===== src/rtl/axi4_lite_master_adaptor.sv =====
// Self-running AXI4-Lite master: repeatedly issues one write (AW/W/B) and one read (AR/R)
// built from static request inputs, using two independent FSMs with fully registered outputs.
module axi4_lite_master_adaptor (
    input  logic        aclk,
    input  logic        aresetn,

    output logic [31:0] awaddr_out,
    output logic [2:0]  awprot_out,
    output logic        awvalid_out,
    input  logic        awready_in,
    input  logic [31:0] awaddr_in,
    input  logic [2:0]  awprot_in,

    output logic [31:0] wdata_out,
    output logic [3:0]  wstrb_out,
    output logic        wvalid_out,
    input  logic        wready_in,
    input  logic [31:0] wdata_in,
    input  logic [3:0]  wstrb_in,

    input  logic [1:0]  bresp_in,
    input  logic        bvalid_in,
    output logic        bready_out,

    output logic [31:0] araddr_out,
    output logic [2:0]  arprot_out,
    output logic        arvalid_out,
    input  logic        arready_in,
    input  logic [31:0] araddr_in,
    input  logic [2:0]  arprot_in,

    input  logic [31:0] rdata_in,
    input  logic [1:0]  rresp_in,
    input  logic        rvalid_in,
    output logic        rready_out
);

    typedef enum logic [1:0] {
        W_IDLE,
        W_ADDR_DATA,
        W_RESP
    } wState_t;

    typedef enum logic [1:0] {
        R_IDLE,
        R_ADDR,
        R_DATA
    } rState_t;

    wState_t     wState_q, wState_d;
    logic [31:0] awaddr_q, awaddr_d;
    logic [2:0]  awprot_q, awprot_d;
    logic        awvalid_q, awvalid_d;
    logic [31:0] wdata_q, wdata_d;
    logic [3:0]  wstrb_q, wstrb_d;
    logic        wvalid_q, wvalid_d;
    logic        bready_q, bready_d;

    rState_t     rState_q, rState_d;
    logic [31:0] araddr_q, araddr_d;
    logic [2:0]  arprot_q, arprot_d;
    logic        arvalid_q, arvalid_d;
    logic        rready_q, rready_d;

    logic        awFire;
    logic        wFire;
    logic        awDone;
    logic        wDone;

    // Response and read data are consumed but intentionally never stored.
    logic        unusedInputs;
    assign unusedInputs = ^{bresp_in, rdata_in, rresp_in};

    // Each handshake is qualified by its own registered valid, so X/Z on a ready is harmless.
    assign awFire = awvalid_q & awready_in;
    assign wFire  = wvalid_q & wready_in;
    assign awDone = ~awvalid_q | awFire;
    assign wDone  = ~wvalid_q | wFire;

    // ---------------- Write path ----------------

    always_ff @(posedge aclk) begin
        if (!aresetn) begin
            wState_q  <= W_IDLE;
            awaddr_q  <= '0;
            awprot_q  <= '0;
            awvalid_q <= 1'b0;
            wdata_q   <= '0;
            wstrb_q   <= '0;
            wvalid_q  <= 1'b0;
            bready_q  <= 1'b0;
        end else begin
            wState_q  <= wState_d;
            awaddr_q  <= awaddr_d;
            awprot_q  <= awprot_d;
            awvalid_q <= awvalid_d;
            wdata_q   <= wdata_d;
            wstrb_q   <= wstrb_d;
            wvalid_q  <= wvalid_d;
            bready_q  <= bready_d;
        end
    end

    always_comb begin
        wState_d = wState_q;
        case (wState_q)
            W_IDLE: begin
                wState_d = W_ADDR_DATA;
            end
            W_ADDR_DATA: begin
                if (awDone && wDone) begin
                    wState_d = W_RESP;
                end
            end
            W_RESP: begin
                if (bvalid_in) begin
                    wState_d = W_IDLE;
                end
            end
            default: begin
                wState_d = W_IDLE;
            end
        endcase
    end

    always_comb begin
        awaddr_d  = awaddr_q;
        awprot_d  = awprot_q;
        awvalid_d = awvalid_q;
        wdata_d   = wdata_q;
        wstrb_d   = wstrb_q;
        wvalid_d  = wvalid_q;
        bready_d  = bready_q;
        case (wState_q)
            W_IDLE: begin
                awaddr_d  = awaddr_in;
                awprot_d  = awprot_in;
                wdata_d   = wdata_in;
                wstrb_d   = wstrb_in;
                awvalid_d = 1'b1;
                wvalid_d  = 1'b1;
            end
            W_ADDR_DATA: begin
                if (awFire) begin
                    awvalid_d = 1'b0;
                end
                if (wFire) begin
                    wvalid_d = 1'b0;
                end
                if (awDone && wDone) begin
                    bready_d = 1'b1;
                end
            end
            W_RESP: begin
                if (bvalid_in) begin
                    bready_d = 1'b0;
                end
            end
            default: begin
                awvalid_d = 1'b0;
                wvalid_d  = 1'b0;
                bready_d  = 1'b0;
            end
        endcase
    end

    // ---------------- Read path ----------------

    always_ff @(posedge aclk) begin
        if (!aresetn) begin
            rState_q  <= R_IDLE;
            araddr_q  <= '0;
            arprot_q  <= '0;
            arvalid_q <= 1'b0;
            rready_q  <= 1'b0;
        end else begin
            rState_q  <= rState_d;
            araddr_q  <= araddr_d;
            arprot_q  <= arprot_d;
            arvalid_q <= arvalid_d;
            rready_q  <= rready_d;
        end
    end

    always_comb begin
        rState_d = rState_q;
        case (rState_q)
            R_IDLE: begin
                rState_d = R_ADDR;
            end
            R_ADDR: begin
                if (arready_in) begin
                    rState_d = R_DATA;
                end
            end
            R_DATA: begin
                if (rvalid_in) begin
                    rState_d = R_IDLE;
                end
            end
            default: begin
                rState_d = R_IDLE;
            end
        endcase
    end

    always_comb begin
        araddr_d  = araddr_q;
        arprot_d  = arprot_q;
        arvalid_d = arvalid_q;
        rready_d  = rready_q;
        case (rState_q)
            R_IDLE: begin
                araddr_d  = araddr_in;
                arprot_d  = arprot_in;
                arvalid_d = 1'b1;
            end
            R_ADDR: begin
                if (arready_in) begin
                    arvalid_d = 1'b0;
                    rready_d  = 1'b1;
                end
            end
            R_DATA: begin
                if (rvalid_in) begin
                    rready_d = 1'b0;
                end
            end
            default: begin
                arvalid_d = 1'b0;
                rready_d  = 1'b0;
            end
        endcase
    end

    assign awaddr_out  = awaddr_q;
    assign awprot_out  = awprot_q;
    assign awvalid_out = awvalid_q;
    assign wdata_out   = wdata_q;
    assign wstrb_out   = wstrb_q;
    assign wvalid_out  = wvalid_q;
    assign bready_out  = bready_q;
    assign araddr_out  = araddr_q;
    assign arprot_out  = arprot_q;
    assign arvalid_out = arvalid_q;
    assign rready_out  = rready_q;

endmodule


===== config.mk =====
export PLATFORM = sky130hd
export DESIGN_NAME = axi4_lite_master_adaptor
export DESIGN_NICKNAME = d
export VERILOG_FILES = /design/src/rtl/axi4_lite_master_adaptor.sv
export SDC_FILE = /design/constraint.sdc
export NUM_CORES = 1
export LEC_CHECK = 0
export ABC_CLOCK_PERIOD_IN_PS = 1500
export CORE_AREA = 2 2 136 138
export DETAILED_ROUTE_END_ITERATION = 7
export DIE_AREA = 0 0 138 140
export PLACE_DENSITY = 0.6
export SETUP_SLACK_MARGIN = 0.5
export SYNTH_ARGS = -nofsm -noshare
export SYNTH_HDL_FRONTEND = slang
export SYNTH_SLANG_ARGS = --single-unit

===== constraint.sdc =====
create_clock -name aclk -period 1.5 [get_ports aclk]
set_input_delay 0.15 -clock aclk [delete_from_list [all_inputs] [get_ports aclk]]
set_output_delay 0.15 -clock aclk [all_outputs]
set_load 0.01 [all_outputs]

# Yosys cells after proc, flatten, opt, wreduce, memory -nomap -nowiden
# Cells that the tools add are included.
# op_classes
addsub	0
n_mul	0
div_mod_pow	0
n_lt_le_gt_ge	0
eq_ne	10
shifts	0
n_mux	18
n_bitwise	10
n_reduce_logical	10
# op_table
op	n
$pmux 1 s3	5
$ne 2x2->1 const B	6
$pmux 2 s3	2
$reduce_and 2->1	5
$mux 2	4
$mux 1	7
$not 1->1	6
$reduce_and 3->1	2
$eq 2x1->1 const B	2
$eq 2x2->1 const B	2
$logic_not 2->1	2
$and 1x1->1	2
$or 1x1->1	2
$logic_and 1x1->1	1
# word_totals
register_bits	115
latchBits	0
ramBits	0
romBits	0
input_bits	149
output_inout_bits	111
mem_count	0

# Longest topological paths before layout
# Gate-level depths: netlist of run 1.
# depth
word_depth	5
depth_mapped	6
depth_no_buf	3

# Worst setup path after synthesis of run 1
# Ideal clock, no wire load.
# synth_path
path_type	reg2reg
from	register wState_q[0]
to	register awaddr_q[10] (netlist: awaddr_out[10])
arrival_ns	1.026
setup_slack_ns	0.341
stages_incl_launch_ff	7
n_path_buf	3
path_cell_list	dfxtp_1 > buf_2 > or2_1 > buf_2 > buf_4 > nand2_1 > a21oi_1
# synth_between
elab_chain_cells	1
# synth_lines
element	line_no	text
start: declaration	50	wState_t wState_q, wState_d;
start signal: assignment	93	wState_q <= wState_d;
$logic_not 2->1	134	case (wState_q)
end signal: assignment	94	awaddr_q <= awaddr_d;
end: declaration	51	logic [31:0] awaddr_q, awaddr_d;
# No other way between the ends.
# A chain may end at the register's enable or synchronous reset.

# Final worst setup path of run 1
# layout_path
from	register rState_q[1]
to	register arprot_q[2] (netlist: arprot_out[2])
# layout_between
elab_chain_cells	1
# layout_lines
element	line_no	text
start: declaration	59	rState_t rState_q, rState_d;
start signal: assignment	177	rState_q <= rState_d;
$logic_not 2->1	212	case (rState_q)
end signal: assignment	179	arprot_q <= arprot_d;
end: declaration	61	logic [2:0] arprot_q, arprot_d;
# No other way between the ends.

==> impl_summary.txt, run 1 <==
----------------------------------------------------
[Status]
  Outcome ... finished, final reports clean

[Route]
  Pre-antenna DRT Iters ... 4
  Drt total wl ... 15100 um
  DR vias/cell ... 4.26
  Drt first-iter violations ... 136
  Via count of the routed design ... 4317
  ANT nets after route ... 0
  Wirelength per Cell ... 14.9 um
  DRC violation count after routing ... 0

[Timing]
  Shortest period the worst path allows ... 1150 ps
  Final total negative setup slack ... 0 ps
  Worst Tran Pin Value ... 250 ps
  Final Max Tran Viols ... 0
  RSZ-0062 raised after global routing ... true
  Finish-stage setup viols ... 0
  Final worst slack ... 347 ps
  Skew final ... 3.87 ps
  Fin. Hold Viols ... 0
  Share of the cycle needed by the critical path after routing ... 76.9%
  Rel. slew slack ... 83.3%
  Upper clock frequency limit ... 867 MHz
  Hold slack final ... 285 ps

[Pwr]
  Cell area power density ... 1220 nW/um2
  Maximum vdd drop ... 738 uV
  Static leakage power ... 3.73 nW

[Placed design]
  Routability congestion estimate ... 0.731
  IO buf count ... 223
  HPWL Detailed ... 8290 um
  Placed cell areas ... 6550 um2
  Post-placement worst setup slack ... 126 ps

[Layout]
  Multi-input gate area ... 2040 um2
  Layout filler cell count ... 1679
  # diodes ... 0
  Number of nets in the layout ... 921
  Sequential cell area ... 2470 um2
  Fraction of layout cells with a size suffix above 1 ... 55.3%
  Synth-to-layout area growth ... 114%
  Area of all placed cells without fillers ... 8580 um2

[Synth]
  Library cell with the largest summed area after synthesis ... sky130_fd_sc_hd__dfxtp_1
  Post-synthesis area per instance ... 7.99 um2
  Number of distinct library cells after synthesis ... 21
  Number of synthesized register bits ... 115
  Number of standard cells after synthesis ... 502
  Fraction of synthesized cell area taken by the top area cell type ... 57.4%
  YS warnings ... 0
  Ranking of synthesized cells by area ... sky130_fd_sc_hd__dfxtp_1 57%, sky130_fd_sc_hd__nand2_1 20%, sky130_fd_sc_hd__a21oi_1 14%
  Prevailing post-synth register cell ... sky130_fd_sc_hd__dfxtp_1
  Net count after synthesis ... 651
  Post-synthesis async set-or-reset flop share ... 0%
  Proportion of synthesized chip area in sequential cells ... 57.4%
  Number of synthesized flops with an enable pin ... 0
  Netlist Area Pre-Place ... 4010 um2
  Most numerous cell types in the synthesized netlist ... 214 x sky130_fd_sc_hd__nand2_1, 115 x sky130_fd_sc_hd__dfxtp_1, 111 x sky130_fd_sc_hd__a21oi_1, 15 x sky130_fd_sc_hd__buf_2
  Count leader, synth ... sky130_fd_sc_hd__nand2_1

[Flow run]
  Number of max-cap violations ... 0

[GRT]
  Remaining global-route overflow ... 0
  Maximum number of pins on one net before global-route repair ... 49
  Number of antenna violations at the first check in global routing ... 0
  Total routing usage reported by global routing ... 12.9%
  Wire length of the first global-routing pass ... 20000 um
  Number of global-route vias before repair ... 3829

[CTS]
  TritonCTS clock tree ... yes
  TritonCTS sink count ... 115
  Worst-case clock buffer depth ... 2
  Register clock-pin slew on the reported worst setup and hold paths ... 60 ps
  Depth of the CTS H-tree ... 4
  Clock root buffer ... sky130_fd_sc_hd__clkbuf_16
  Clock latency reported for the late side of the worst-skew pair ... 400 ps
  Number of buffers added by the clock tree synthesis step ... 17

[Die]
  Site Rows ... 49
  Die Height ... 140 um
  Area of the die ... 19300 um2
  IO Pins ... 260
  Area of the core ... 17800 um2
  Overall die width ... 138 um
  Initial cell density of the core ... 22.6%

[Setup path]
  Endpoint required time on the critical path ... 1790 ps
  CP endpoint kind ... flop
  Sort of element at the start of the critical path ... flop
  Top cell family by delay on the critical path ... simple AND/OR/NAND/NOR gates
  Number of buffers and inverters on the critical path ... 1
  Ordered list of cells on the worst path ... or2_4 > clkbuf_16 > nand2_1 > a21oi_2
  Maximum fanout encountered on the critical timing path ... 6
  Slowest library cell on the worst path ... sky130_fd_sc_hd__dfxtp_4
  CP arrival ... 1440 ps
  Longest individual stage delay on the worst path ... 360 ps
  Crit Path Category ... reg2reg

[Min path]
  Classification of the worst-slack hold path ... in2reg

----------------------------------------------------
[cell type report]
class	instances	share of cell area, %
clock inverter	12	1.53
tap	229	3.34
timing repair buffer	286	37.2
multi-input combinational	351	23.8
sequential	115	28.8
inverter	1	0.0584
clock buffer	20	5.32
[metal layers]
layer | up-vias | routed length, um | global-route usage (%)
met5 | - | 0 | 0
met4 | 0 | 184 | 3.87
met3 | 9 | 1120 | 5.98
met2 | 152 | 7350 | 20.0
met1 | 1994 | 6460 | 16.0
li1 | 2162 | - | -
[cell usage in the layout (no fill, tap or decap)]
cell / synthesis / final
sky130_fd_sc_hd__clkbuf_8: 0 / 2
sky130_fd_sc_hd__nand2_2: 0 / 36
sky130_fd_sc_hd__a21oi_1: 111 / 76
sky130_fd_sc_hd__dfxtp_4: 0 / 8
sky130_fd_sc_hd__clkbuf_16: 0 / 27
sky130_fd_sc_hd__clkdlybuf4s50_1: 0 / 112
sky130_fd_sc_hd__clkinv_4: 0 / 2
sky130_fd_sc_hd__o21ai_0: 2 / 2
sky130_fd_sc_hd__nand2_1: 214 / 141
sky130_fd_sc_hd__a21oi_2: 0 / 35
sky130_fd_sc_hd__nand2b_1: 6 / 6
sky130_fd_sc_hd__clkbuf_1: 10 / 1
sky130_fd_sc_hd__clkinvlp_4: 0 / 4
sky130_fd_sc_hd__dfxtp_2: 0 / 107
sky130_fd_sc_hd__nor2_1: 4 / 4
sky130_fd_sc_hd__buf_16: 0 / 1
sky130_fd_sc_hd__a2bb2oi_1: 1 / 1
sky130_fd_sc_hd__and3_1: 1 / 1
sky130_fd_sc_hd__o211a_1: 1 / 1
sky130_fd_sc_hd__o32ai_1: 1 / 1
sky130_fd_sc_hd__clkinv_2: 0 / 4
sky130_fd_sc_hd__a21o_1: 2 / 2
sky130_fd_sc_hd__nand2_4: 0 / 37
sky130_fd_sc_hd__a211oi_1: 1 / 1
sky130_fd_sc_hd__buf_12: 0 / 9
sky130_fd_sc_hd__or2_4: 0 / 3
sky130_fd_sc_hd__bufinv_16: 0 / 2
sky130_fd_sc_hd__nor2_4: 0 / 2
sky130_fd_sc_hd__buf_8: 0 / 3
sky130_fd_sc_hd__nand3b_1: 1 / 1
sky130_fd_sc_hd__buf_6: 0 / 116
sky130_fd_sc_hd__buf_4: 10 / 35
sky130_fd_sc_hd__inv_6: 0 / 1
sky130_fd_sc_hd__nand3_1: 1 / 1
[worst min-delay path: cells and delay by family]
| kind | cells | cell delay [ps] |
|---|---|---|
| AOI/OAI and AO/OA | 1 | 50 |
| and+or+nand+nor | 1 | 50 |
| buffers and inverters | 1 | 390 |
[final timing paths]
kind                      start             to  slack, ps  depth (start not counted)
hold / removal     awaddr_in[1]  awaddr_out[1]        280                          3
hold reg to reg   wdata_out[27]  wdata_out[27]        450                          2
setup reg to reg    rState_q[1]  arprot_out[2]        350                          4
setup / recovery    rState_q[1]  arprot_out[2]        350                          4
[power breakdown]
part | total (mW) | internal [mW] | leakage [nW] | switching [mW]
Combinational | 2.75 | 1.56 | 2.46 | 1.19
Sequential | 3.67 | 3.42 | 0.992 | 0.247
Clock | 4.03 | 2.53 | 0.278 | 1.50
Total | 10.5 | 7.51 | 3.73 | 2.94
[sequential cells by signal, summed over array words and instances, names as in the netlist, 2 cells and up]
| register | count |
|---|---|
| araddr_out | 32 |
| awaddr_out | 32 |
| wdata_out | 32 |
| wstrb_out | 4 |
| arprot_out | 3 |
| awprot_out | 3 |
| rState_q | 2 |
| wState_q | 2 |
[timing repair]
action / CTS / global route
pin swaps: 3 / 77
gates cloned: 1 / 15
buffers inserted: 3 / 31
hold buffers: 0 / 0
gates resized for setup: 673 / 165
endpoints found under the setup margin: 218 / 219
[through the flow]
step	std cells	utilization, %	total power, mW
floorplan	502	-	4.46
global placement	932	36.8	5.53
detailed placement	932	36.8	5.54
CTS	968	42.0	9.85
global route	1014	48.2	11.0
finish	1014	48.2	10.5
[kinds of logic (layout without fill, tap and decap cells)]
group | Yosys count | in the layout | share of synthesized area (%)
compound gates | 119 | 119 | 15.3
simple gates | 231 | 232 | 22.4
flops | 115 | 115 | 57.4
buf+inv | 37 | 319 | 4.86
Power figures use the tool's default switching activity.
==> run 2, diff against run 1 <==
Settings changed: ABC_CLOCK_PERIOD_IN_PS 1500 to 1000, PLACE_DENSITY 0.6 to 0.62.
Clock period 1.5 ns to 1 ns, I/O delays scaled along.
==> run 2 against run 1 <==
The run now ends with negative setup slack left. Sequential share of layout area is 0.18 points lower. Worst setup slack worse by 520 ps. Power is 50% higher. Clock skew is 3.3 ps higher. Non-clock buffer count is 8 lower.
==> impl_summary.txt, run 2 (synthesis results as in run 1) <==
----------------------------------------------------
[Status]
  Outcome ... finished with violations
  Failing checks ... negative setup slack

[Layout]
  Number of nets in the layout ... 912 (-0.98%)
  # diodes ... 0 (unchanged)
  Most common library cell in the layout ignoring fill and taps ... sky130_fd_sc_hd__nand2_1
  Non-filler cells, final ... 1005 (-0.89%)
  Fraction of layout cells with a size suffix above 1 ... 55.0% (-0.26 points)
  Synth-to-layout area growth ... 114%
  Share of the core filled with cells ... 48.3% (+0.063 points)
  Commonest cells after routing, fill and taps aside ... 163 x sky130_fd_sc_hd__nand2_1, 118 x sky130_fd_sc_hd__buf_6, 112 x sky130_fd_sc_hd__dfxtp_2, 112 x sky130_fd_sc_hd__clkdlybuf4s50_1, 58 x sky130_fd_sc_hd__a21oi_1

[Route]
  Via count of the routed design ... 4368 (+1.2%)
  Pre-antenna DRT Iters ... 4 (unchanged)
  DRC violation count after routing ... 0 (unchanged)
  Met3 Routed Length ... 1180 um (+5.9%)
  Wirelength per Cell ... 14.9 um (about the same)
  Length of routed met2 wiring ... 7340 um (-0.14%)
  DR vias/cell ... 4.35 (+2.1%)
  Drt total wl ... 15000 um (-0.92%)
  ANT nets after route ... 0 (unchanged)
  Highest Signal Layer ... met4
  Wire length the detailed router placed on met1 ... 6200 um (-4.2%)
  Drt first-iter violations ... 121 (-11%)

[CTS]
  Number of buffers added by the clock tree synthesis step ... 17 (unchanged)
  Depth of the CTS H-tree ... 4 (unchanged)
  TritonCTS clock tree ... yes
  Clock root buffer ... sky130_fd_sc_hd__clkbuf_16
  Register clock-pin slew on the reported worst setup and hold paths ... 60 ps (about the same)
  Clock latency reported for the late side of the worst-skew pair ... 400 ps (about the same)
  TritonCTS sink count ... 115 (unchanged)
  Worst-case clock buffer depth ... 2 (unchanged)

[Flow run]
  Number of max-cap violations ... 0 (unchanged)

[Timing]
  Upper clock frequency limit ... 850 MHz (-2.0%)
  Worst Tran Pin Value ... 341 ps (+91.3 ps)
  Rel. slew slack ... 77.2% (-6.1 points)
  Finish-stage setup viols ... 108 (+108)
  Fin. Hold Viols ... 0 (unchanged)
  Skew final ... 7.14 ps (+3.27 ps)
  RSZ-0062 raised after global routing ... true
  Final Max Tran Viols ... 0 (unchanged)
  Share of the cycle needed by the critical path after routing ... 118% (+41 points)
  Final worst slack ... -177 ps (-524 ps)
  Shortest period the worst path allows ... 1180 ps (+23.9 ps)

[GRT]
  Number of global-route vias before repair ... 4074 (+6.4%)
  Maximum number of pins on one net before global-route repair ... 56 (+14%)
  Total routing usage reported by global routing ... 13.8% (+0.93 points)
  Remaining global-route overflow ... 0 (unchanged)
  Number of antenna violations at the first check in global routing ... 0 (unchanged)
  Wire length of the first global-routing pass ... 21400 um (+7.0%)

[Die]
  IO Pins ... 260 (unchanged)
  Die Height ... 140 um (unchanged)
  Area of the die ... 19300 um2 (unchanged)
  Area of the core ... 17800 um2 (unchanged)
  Site Rows ... 49 (unchanged)
  Overall die width ... 138 um (unchanged)
  Initial cell density of the core ... 22.6% (unchanged)

[Setup path]
  CP endpoint kind ... flop
  Endpoint required time on the critical path ... 1270 ps (-520 ps)
  Slowest library cell on the worst path ... sky130_fd_sc_hd__dfxtp_2
  Number of buffers and inverters on the critical path ... 2 (+1)
  Sort of element at the start of the critical path ... flop
  CP arrival ... 1450 ps (about the same)
  Maximum fanout encountered on the critical timing path ... 23 (+17)
  Crit Path Category ... reg2reg
  Longest individual stage delay on the worst path ... 330 ps (-30 ps)
  Top cell family by delay on the critical path ... simple AND/OR/NAND/NOR gates
  Ordered list of cells on the worst path ... buf_6 > or2_4 > buf_12 > nand2_1 > a21oi_1

[Placed design]
  Cell Count Post-Placement ... 942 (+1.1%)
  Post-placement worst setup slack ... -268 ps (-394 ps)
  HPWL Detailed ... 8450 um (+1.9%)
  IO buf count ... 223 (unchanged)
  Routability congestion estimate ... 0.748 (+2.3%)

[Pwr]
  Cell area power density ... 1820 nW/um2 (+50%)
  Total power of the final layout ... 15.7 mW (+50%)
  Maximum vdd drop ... 1100 uV (+50%)
  Static leakage power ... 3.61 nW (-3.2%)

[Min path]
  Classification of the worst-slack hold path ... in2reg

----------------------------------------------------
==> run 2: worst paths after layout <==
kind	cells past startpoint	to	startpoint	slack (ps)
setup / recovery	5	awaddr_out[17]	wState_q[0]	-180
hold / removal	3	awaddr_out[31]	awaddr_in[31]	230
setup reg to reg	5	awaddr_out[17]	wState_q[0]	-180
hold reg to reg	2	wdata_out[19]	wdata_out[19]	450
==> run 2: timing repair <==
action                                  4_1_cts  5_1_grt
resized for setup                           674      156
gates cloned                                  5        8
endpoints found under the setup margin      226      226
pin swaps                                     3       62
setup buffers                                 5       13
endpoints found under the hold margin         0        0
hold buffers                                  0        0
==> run 2: cell type report <==
type,instances,area (um2)
Timing Repair Buffer,278,3220
Multi-Input combinational cell,350,2030
Clock buffer,22,484
Fill cell,1658,9190
Inverter,1,5.00
Clock inverter,10,105
Sequential cell,115,2450
Tap cell,229,287
==> run 2: through the flow <==
| step | area, um2 | hold WS, ps | TNS [ps] |
|---|---|---|---|
| 2_1_floorplan | 4090 | 204 | -11300 |
| 3_3_place_gp | 6680 | 435 | -16420 |
| 3_5_place_dp | 6680 | 442 | -17430 |
| 4_1_cts | 7790 | 213 | -14810 |
| 5_1_grt | 8590 | 225 | -19850 |
| 6_report | 8590 | 234 | -14320 |
==> run 2: metal layers <==
layer	global-route usage [%]	vias up
met5	0	-
met4	4.62	0
met3	6.19	18
met2	22.0	170
met1	16.7	2030
li1	-	2150
==> run 2: power by group <==
part | internal (mW) | leakage, nW | switching [mW]
combinational | 2.39 | 2.33 | 1.78
clock | 3.90 | 0.291 | 2.12
sequential | 5.14 | 0.991 | 0.330
==> run 2: tightest hold or removal path: stages <==
cell,delay [ps]
sky130_fd_sc_hd__clkdlybuf4s50_1,390
sky130_fd_sc_hd__nand2_1,50
sky130_fd_sc_hd__a21oi_1,50
==> run 3, diff against run 2 <==
Settings changed: CORE_AREA 2 2 136 138 to 2 2 119 121, DIE_AREA 0 0 138 140 to 0 0 121 123, DONT_BUFFER_PORTS from default to 1, PLACE_DENSITY 0.62 to 0.51.
==> run 3 against run 2 <==
The run ends with negative hold slack, negative setup slack left. Die area is 23% lower. Cell count is 18% lower. Critical path depth is 1 higher. Clock power is 5.5% lower. Register-to-register slack hardly changed. Worst setup slack worse by 4.0 ps. Non-clock buffer count is 127 lower. Clock skew hardly changed. Sequential share of layout area is 7.6 points higher. Combinational power is 35% lower. Sequential power is 3% higher. Critical endpoint is now araddr_out[29]. Highest routed layer unchanged.
==> impl_summary.txt, run 3 (synthesis results as in run 1) <==
----------------------------------------------------
[Route]
  DR vias/cell ... 4.83 (+11%)
  Pre-antenna DRT Iters ... 5 (+1)
  Wirelength per Cell ... 17.0 um (+14%)
  Drt total wl ... 14100 um (-5.9%)
  Via count of the routed design ... 3991 (-8.6%)
  Drt first-iter violations ... 164 (+36%)
  DRC violation count after routing ... 0 (unchanged)
  ANT nets after route ... 0 (unchanged)

[Die]
  IO Pins ... 260 (unchanged)
  Initial cell density of the core ... 29.5% (+6.9 points)
  Die Height ... 123 um (-12%)
  Area of the core ... 13600 um2 (-23%)
  Site Rows ... 43 (-12%)
  Area of the die ... 14900 um2 (-23%)
  Overall die width ... 121 um (-12%)

[Status]
  Failing checks ... negative hold slack, negative setup slack
  Outcome ... finished with violations

[CTS]
  Quantity of hold-fixing buffers added after cts ... 106 (+106)
  Worst-case clock buffer depth ... 2 (unchanged)
  Clock root buffer ... sky130_fd_sc_hd__clkbuf_16
  Depth of the CTS H-tree ... 4 (unchanged)
  Number of buffers added by the clock tree synthesis step ... 17 (unchanged)
  Clock latency reported for the late side of the worst-skew pair ... 400 ps (about the same)
  TritonCTS sink count ... 115 (unchanged)
  TritonCTS clock tree ... yes
  Register clock-pin slew on the reported worst setup and hold paths ... 50 ps (about the same)

[Placed design]
  IO buf count ... 0 (-100%)
  Post-placement worst setup slack ... -187 ps (+81.0 ps)
  HPWL Detailed ... 7140 um (-15%)
  Routability congestion estimate ... 0.692 (-7.6%)

[Setup path]
  Slowest library cell on the worst path ... sky130_fd_sc_hd__dfxtp_2
  CP endpoint kind ... flop
  Crit Path Category ... reg2reg
  Endpoint required time on the critical path ... 1320 ps (+50 ps)
  CP arrival ... 1500 ps (+50 ps)
  Top cell family by delay on the critical path ... buffers and inverters
  Ordered list of cells on the worst path ... buf_4 > nor2_4 > buf_12 > clkbuf_16 > nand2_1 > a21oi_2
  Longest individual stage delay on the worst path ... 320 ps (about the same)
  Sort of element at the start of the critical path ... flop
  Maximum fanout encountered on the critical timing path ... 9 (-61%)
  Number of buffers and inverters on the critical path ... 3 (+1)

[GRT]
  Number of global-route vias before repair ... 3862 (-5.2%)
  Total routing usage reported by global routing ... 16.3% (+2.5 points)
  Wire length of the first global-routing pass ... 18600 um (-13%)
  Number of antenna violations at the first check in global routing ... 0 (unchanged)
  Maximum number of pins on one net before global-route repair ... 45 (-20%)
  Remaining global-route overflow ... 0 (unchanged)

[Timing]
  Final Max Tran Viols ... 0 (unchanged)
  Rel. slew slack ... 82.5% (+5.3 points)
  Hold slack final ... -219 ps (-453 ps)
  Worst Tran Pin Value ... 262 ps (-79.3 ps)
  Finish-stage setup viols ... 109 (+0.93%)
  Final worst slack ... -181 ps (-4.03 ps)
  Share of the cycle needed by the critical path after routing ... 118% (+0.40 points)
  Skew final ... 7.23 ps (+0.0911 ps)
  Upper clock frequency limit ... 847 MHz (-0.34%)
  Fin. Hold Viols ... 9 (+9)
  RSZ-0062 raised after global routing ... true
  Shortest period the worst path allows ... 1180 ps (+4.03 ps)

[Pwr]
  Static leakage power ... 2.71 nW (-25%)
  Maximum vdd drop ... 1020 uV (-7.8%)
  Cell area power density ... 2050 nW/um2 (+12%)

[Layout]
  Multi-input gate area ... 1820 um2 (-10%)
  Synth-to-layout area growth ... 71.1%
  Layout filler cell count ... 1159 (-30%)
  Sequential cell area ... 2480 um2 (+1.1%)
  Most common library cell in the layout ignoring fill and taps ... sky130_fd_sc_hd__nand2_1
  Number of nets in the layout ... 785 (-14%)
  Share of the core filled with cells ... 50.4% (+2.1 points)
  # diodes ... 0 (unchanged)
  Commonest cells after routing, fill and taps aside ... 186 x sky130_fd_sc_hd__nand2_1, 106 x sky130_fd_sc_hd__dlygate4sd3_1, 71 x sky130_fd_sc_hd__dfxtp_2
  Fraction of layout cells with a size suffix above 1 ... 38.2% (-17 points)

[Flow run]
  Number of max-cap violations ... 0 (unchanged)

[Min path]
  Classification of the worst-slack hold path ... in2reg

----------------------------------------------------
[run 3: cell count changes in the layout (fill, tap and decap cells not counted), sizes merged]
cell           delta
clkinvlp          -2
clkinv            -2
clkdlybuf4s50   -112
buf             -122
clkbuf            +3
dlygate4sd3     +106
[run 3: layer usage]
metal | wire (um) | up-vias | track usage (%)
met5 | 0 | - | 0
li1 | - | 1892 | -
met2 | 7110 | 202 | 28.3
met3 | 1400 | 15 | 7.43
met4 | 191 | 0 | 7.70
met1 | 5390 | 1882 | 16.7
[run 3: layout make-up]
cell class	count	area share, %
tap	180	3.28
clock buffer	24	6.87
sequential	115	36.1
multi-input combinational	350	26.5
inverter	1	0.0729
timing repair buffer	151	26.0
clock inverter	6	1.17
[run 3: where the power goes]
group          internal, mW  leakage (nW)  switching, mW
clock                  3.75         0.274           1.95
combinational          1.40          1.45           1.32
sequential             5.12         0.990          0.544
[run 3: final timing paths]
kind	depth (start not counted)	end	start	slack, ps
min reg2reg	2	araddr_out[30]	araddr_out[30]	480
max	6	araddr_out[29]	rState_q[1]	-180
min	1	rState_q[0]	arready_in	-220
max reg2reg	6	araddr_out[29]	rState_q[1]	-180
[run 3: metrics by stage]
stage	setup TNS (ps)	instances	hold slack (ps)	instance area, um2	total power [mW]
after CTS	-10970	811	-245	6210	13.5
after detailed placement	-11750	665	202	4310	7.10
after floorplan	-11300	502	204	4090	6.71
after global routing	-17000	827	-236	6870	14.7
final	-11890	827	-219	6870	14.1
after global placement	-8200	665	204	4310	7.03
[run 3: repair_timing]
item                                   CTS  global route
cloned                                   5             9
buffers inserted                         5             7
setup endpoints to repair              226           226
pin swaps                               27            31
endpoints found under the hold margin  114             9
resized for setup                       38           180
